**config.mk**
```make
export PLATFORM = sky130hd
export DESIGN_NAME = unidade_controle_jogo
export DESIGN_NICKNAME = d
export VERILOG_FILES = /design/src/rtl/unidade_controle_jogo_pkg.sv /design/src/rtl/unidade_controle_jogo_contador_timeout.sv /design/src/rtl/unidade_controle_jogo.sv
export SDC_FILE = /design/constraint.sdc
export NUM_CORES = 1
export LEC_CHECK = 0
export ABC_AREA = 1
export BUFFER_PORTS_ARGS = -buffer_cell sky130_fd_sc_hd__buf_2
export CORE_ASPECT_RATIO = 0.75
export CORE_UTILIZATION = 43
export CTS_BUF_LIST = sky130_fd_sc_hd__clkbuf_16
export CTS_CLUSTER_SIZE = 28
export DETAILED_ROUTE_END_ITERATION = 8
export PLACE_DENSITY = 0.63
export REMOVE_ABC_BUFFERS = 1
export SLEW_MARGIN = 20
export SYNTH_ARGS = -nofsm -noshare
export SYNTH_HDL_FRONTEND = slang
export SYNTH_SLANG_ARGS = --single-unit
```
**constraint.sdc**
```tcl
create_clock -name clock -period 3.4 [get_ports clock]
set_input_delay 0.51 -clock clock [delete_from_list [all_inputs] [get_ports clock]]
set_output_delay 0.51 -clock clock [all_outputs]
set_load 0.03 [all_outputs]
```
**src/rtl/unidade_controle_jogo_pkg.sv**
```systemverilog
// Shared definitions for the memory-game control unit: state codes (also used
// by the datapath hex decoder and the top-level bench) and the output bundle.
package unidade_controle_jogo_pkg;

    localparam int ESTADO_W = 4;

    // State codes are fixed so the 7-segment debug display reads them directly.
    typedef enum logic [ESTADO_W-1:0] {
        INICIAL     = 4'h0,
        PREPARA     = 4'h1,
        ESPERA      = 4'h2,
        REGISTRA    = 4'h4,
        COMPARA     = 4'h5,
        PROXIMO     = 4'h6,
        FIM_ACERTO  = 4'hA,
        FIM_TIMEOUT = 4'hD,
        FIM_ERRO    = 4'hE
    } estado_t;

    // Control and status lines decoded from the state register.
    typedef struct packed {
        logic zera_c;
        logic conta_c;
        logic zera_r;
        logic registra_r;
        logic pronto;
        logic acertou;
        logic errou;
        logic timeout;
    } saidas_t;

    localparam saidas_t SAIDAS_NULAS = '0;

    // True for the three states that end a game.
    function automatic logic eh_final(input estado_t e);
        return (e == FIM_ACERTO) || (e == FIM_ERRO) || (e == FIM_TIMEOUT);
    endfunction

endpackage

```
**src/rtl/unidade_controle_jogo_contador_timeout.sv**
```systemverilog
// Per-play timeout counter: cleared by zera, counts up while conta is high,
// saturates at M-1 and flags fim there.
module contador_timeout #(
    parameter int M  = 150_000_000,
    parameter int TW = $clog2(M)
) (
    input  logic clock,
    input  logic reset,
    input  logic zera,
    input  logic conta,
    output logic fim
);

    localparam logic [TW-1:0] ULTIMO = TW'(M - 1);

    logic [TW-1:0] r_contagem;

    // Count register: clear has priority, hold at the last value instead of wrapping.
    // NOTE: sequential state is written with <= so every register samples pre-edge values.
    always_ff @(posedge clock or negedge reset) begin
        if (!reset) begin
            r_contagem <= '0;
        end else if (zera) begin
            r_contagem <= '0;
        end else if (conta && (r_contagem != ULTIMO)) begin
            r_contagem <= r_contagem + TW'(1);
        end
    end

    assign fim = (r_contagem == ULTIMO);

endmodule

```
**src/rtl/unidade_controle_jogo.sv**
```systemverilog
// Moore control unit for the memory game: sequences ROM address counter, key
// register and comparator, and ends the game on error, success or timeout.
module unidade_controle_jogo
    import unidade_controle_jogo_pkg::*;
#(
    parameter int TIMEOUT_CYCLES = 150_000_000,
    parameter int TW             = $clog2(TIMEOUT_CYCLES)
) (
    input  logic       clock,
    input  logic       reset,
    input  logic       iniciar,
    input  logic       jogada,
    input  logic       igual,
    input  logic       fim_contagem,
    output logic       zeraC,
    output logic       contaC,
    output logic       zeraR,
    output logic       registraR,
    output logic       pronto,
    output logic       acertou,
    output logic       errou,
    output logic       timeout,
    output logic [3:0] db_estado
);

    estado_t r_estado;
    estado_t w_proximo;
    saidas_t w_saidas;
    logic    w_fim_timeout;
    logic    w_em_espera;

    assign w_em_espera = (r_estado == ESPERA);

    // The timer is held cleared outside ESPERA, so every play gets a full window.
    contador_timeout #(
        .M  (TIMEOUT_CYCLES),
        .TW (TW)
    ) u_contador_timeout (
        .clock (clock),
        .reset (reset),
        .zera  (!w_em_espera),
        .conta (w_em_espera),
        .fim   (w_fim_timeout)
    );

    // State register.
    always_ff @(posedge clock or negedge reset) begin
        if (!reset) begin
            r_estado <= INICIAL;
        end else begin
            r_estado <= w_proximo;
        end
    end

    // Next-state logic and Moore output decode from the current state only.
    // NOTE: both outputs get a default before the case so no path leaves them unassigned (no latches).
    always_comb begin
        w_proximo = r_estado;
        w_saidas  = SAIDAS_NULAS;
        case (r_estado)
            INICIAL: begin
                if (iniciar) w_proximo = PREPARA;
            end
            PREPARA: begin
                w_saidas.zera_c = 1'b1;
                w_saidas.zera_r = 1'b1;
                w_proximo       = ESPERA;
            end
            ESPERA: begin
                // A key press in the last allowed cycle still counts as a play.
                if (jogada)             w_proximo = REGISTRA;
                else if (w_fim_timeout) w_proximo = FIM_TIMEOUT;
            end
            REGISTRA: begin
                w_saidas.registra_r = 1'b1;
                w_proximo           = COMPARA;
            end
            COMPARA: begin
                if (!igual)            w_proximo = FIM_ERRO;
                else if (fim_contagem) w_proximo = FIM_ACERTO;
                else                   w_proximo = PROXIMO;
            end
            PROXIMO: begin
                w_saidas.conta_c = 1'b1;
                w_proximo        = ESPERA;
            end
            FIM_ACERTO: begin
                w_saidas.pronto  = 1'b1;
                w_saidas.acertou = 1'b1;
            end
            FIM_ERRO: begin
                w_saidas.pronto = 1'b1;
                w_saidas.errou  = 1'b1;
            end
            FIM_TIMEOUT: begin
                w_saidas.pronto  = 1'b1;
                w_saidas.errou   = 1'b1;
                w_saidas.timeout = 1'b1;
            end
            default: begin
                w_proximo = INICIAL;
            end
        endcase
        // Any final state restarts on iniciar.
        if (eh_final(r_estado) && iniciar) w_proximo = PREPARA;
    end

    assign zeraC     = w_saidas.zera_c;
    assign contaC    = w_saidas.conta_c;
    assign zeraR     = w_saidas.zera_r;
    assign registraR = w_saidas.registra_r;
    assign pronto    = w_saidas.pronto;
    assign acertou   = w_saidas.acertou;
    assign errou     = w_saidas.errou;
    assign timeout   = w_saidas.timeout;
    assign db_estado = r_estado;

endmodule

```
==> flow_metrics.tcl <==
set metrics [dict create \
    outcome "complete, no violations" \
    antenna_left 0 \
    wl_um 5040 \
    max_cap_violations 0 \
    floorplan.io_pins 18 \
    layout-drive-gt1-share_pct 12.9 \
    route.detailed.wl_per_inst_um 12.9 \
    placed_cell_area_um2 2230 \
    timing.hold.worst.class "in -> async" \
    cts_hold_buffers 0 \
    worst_pin_slew_ns 0.724 \
    worst_setup_path_start_kind "flop" \
    required_worst_endpoint_ns 2.89 \
    rows 21 \
    multi_input_area_um2 1140 \
    ctsHtreeMaxLevel 2 \
    cts.sinks 32 \
    layout.core_utilization_pct 51.9 \
    initial_utilization_pct 45.9 \
    area.growth.synth_to_final_pct 13.0 \
    setup_skew_after_layout_ns 0.00299 \
    final_cell_area_um2 2370 \
    max_freq_mhz 519 \
    globalRouteOverflowTotal 0 \
    seq_area_um2 801 \
    syn_area_um2 2100 \
    pwr_density_cell_nw_per_um2 542 \
    worstSetupEndpointType "output port" \
    die_h_um 62.5 \
    vias_post_dr 1910 \
    synthesis.area_per_instance_um2 6.75 \
    fin_setup_tns_ns 0 \
    antennaDiodeCount 0 \
    clock_insertion_delay_worst_skew_ns 0.28 \
    drt-pass1-iter-count 6 \
    clk_transition_reported_paths_ns 0.05 \
    finalMaxSlewViolations 0 \
    area_share_of_the_leading_cell_type_in_the_synthesized_netlist_pct 38.2 \
    gp_congestion 0.892 \
    cts_post_setup_buffers_inserted 0 \
    port-buffer-count 17 \
    post_synth_num_cell_types 29 \
    tritoncts.num_buffers 5 \
    die_w_um 82.7 \
    timing.reg2reg.setup_slack_ns 1.59 \
    initial_antenna_violation_count 0 \
    worst_slew_slack_as_a_fraction_of_its_limit_pct 51.8 \
    setup_violations 0 \
    rsz0062_at_grt "false" \
    detail_route.drc_violations 0 \
    synthCells 311 \
    worst-setup-path-type "reg -> out" \
    worst_hold_margin_ns 0.289 \
    place_inst 382 \
    fin_cells 390 \
    ys_ff_latch 32 \
    overall_track_demand_over_capacity_in_global_routing_pct 22.5 \
    synth-seq-area-share_pct 38.2 \
    final_min_period_over_clock_period_pct 56.7 \
    clock_tree_from_tritoncts "built" \
    cts_root_buf "sky130_fd_sc_hd__clkbuf_16" \
    cts_max_path_buffers 2 \
    final.min_clock_period_ns 1.93 \
    p_leak_nw 1.07 \
    power_mw 1.29 \
    fillerInstances 465 \
    synth.area.top_cells "sky130_fd_sc_hd__dfrtp_1, sky130_fd_sc_hd__nand2_1, sky130_fd_sc_hd__nor2_1" \
    worstReg2RegEnd "db_estado[2]" \
    largest_fanout_on_the_critical_path 5 \
    global_route_wire_length_before_repair_um 8610 \
    ir_worst_vdd_uv 302 \
    cp_data_arrival_time_ns 1.42 \
    worst_r2r_startpoint "db_estado[3]" \
    ys_warn_count 0 \
    timing.final.ws_setup_ns 1.47 \
    synth.largest_area_cell "sky130_fd_sc_hd__dfrtp_1" \
    drt-vias-per-instance 4.90 \
    place_worst_setup_slack_ns 1.58 \
    r2r_cells 7 \
    cts_repair_resize_count 0 \
    core_area_um2 4570 \
    die-area_um2 5170 \
    dpl.hpwl_um 3800 \
    hold_viol_final 0 \
    detailedRoute.firstIterationViolations 109 \
    grt_max_degree 33 \
    grt_pass1_vias 1834 \
    layout.nets 339 \
]
==> worst max path at each step <==
stage	from	endpoint	slack, ns
5_1_grt	db_estado[3]	db_estado[2]	1.34
3_5_place_dp	db_estado[3]	db_estado[2]	1.58
2_1_floorplan	db_estado[0]	zeraC	1.29
3_3_place_gp	db_estado[3]	db_estado[2]	1.64
4_1_cts	db_estado[0]	pronto	1.47
6_report	db_estado[0]	pronto	1.47
==> power by group <==
part	leakage [nW]	total, mW	internal, mW	switching [mW]
Clock	0.0738	0.421	0.263	0.158
Combinational	0.558	0.422	0.114	0.308
Sequential	0.442	0.443	0.411	0.0319
==> Yosys cell counts, drive strengths merged <==
cell type,n
ha,1
and3,1
nand4,1
nand3b,1
xnor2,2
nor3,4
dfrtp,32
a21oi,7
o21ai,10
or2,1
nand3,16
inv,34
nand2,104
nor3b,1
buf,3
a31oi,2
and2,1
a2bb2oi,1
nor2,78
clkinv,1
xor2,10
==> worst max-delay path, stage by stage, from the launching register on <==
cell and delay [ns]:
sky130_fd_sc_hd__dfrtp_1 0.40, sky130_fd_sc_hd__inv_1 0.08, sky130_fd_sc_hd__nand2_1 0.15, sky130_fd_sc_hd__o21ai_2 0.27, sky130_fd_sc_hd__buf_2 0.25
==> placed cells by master (no fill, tap or decap), types with 2 or more instances in the layout <==
master                      Yosys  final
sky130_fd_sc_hd__inv_1         34     36
sky130_fd_sc_hd__nand2_4        3      3
sky130_fd_sc_hd__nor2_1        68     68
sky130_fd_sc_hd__a31oi_1        2      2
sky130_fd_sc_hd__buf_2          1     17
sky130_fd_sc_hd__nor2_4         4      4
sky130_fd_sc_hd__nor2_2         6      6
sky130_fd_sc_hd__nor3_1         4      4
sky130_fd_sc_hd__nand3_1       14     14
sky130_fd_sc_hd__a21oi_1        7      7
sky130_fd_sc_hd__clkbuf_16      0      5
sky130_fd_sc_hd__xor2_1        10     10
sky130_fd_sc_hd__o21ai_0        8      8
sky130_fd_sc_hd__nand2_2        2      2
sky130_fd_sc_hd__xnor2_1        2      2
sky130_fd_sc_hd__dfrtp_1       32     32
sky130_fd_sc_hd__nand3_2        2      2
sky130_fd_sc_hd__nand2_1       99     99
==> logic make-up (layout without fill, tap and decap cells) <==
kind of cell             Yosys count  after routing  synth area share [%]
AO/OA/AOI/OAI                     20             20                  5.78
flip-flops                        32             32                  38.2
AND/OR/NAND/NOR                  208            208                  43.2
adder cells (fa/ha/maj)            1              1                 0.596
XOR/XNOR                          12             12                  5.01
buffers and inverters             38             60                  7.27
==> sequential cells by signal, summed over array words and instances, names as in the netlist <==
register / cells
db_estado: 4
u_contador_timeout.r_contagem: 28
==> routing by layer <==
layer	global-route usage, %	vias up	wire (µm)
li1	-	997	-
met1	34.3	869	2810
met2	31.3	38	1980
met3	4.82	6	200
met4	6.68	0	48
met5	0	-	0
==> area by class of cell <==
| type | count | area share (%) |
|---|---|---|
| inverters | 35 | 5.59 |
| multi-input cells | 241 | 48.3 |
| clock inverters | 3 | 0.475 |
| flip-flops and latches | 32 | 33.8 |
| repair buffers | 17 | 3.59 |
| well taps | 57 | 3.01 |
| clock buffers | 5 | 5.28 |
Note: power is estimated with default switching activity, not from simulation.
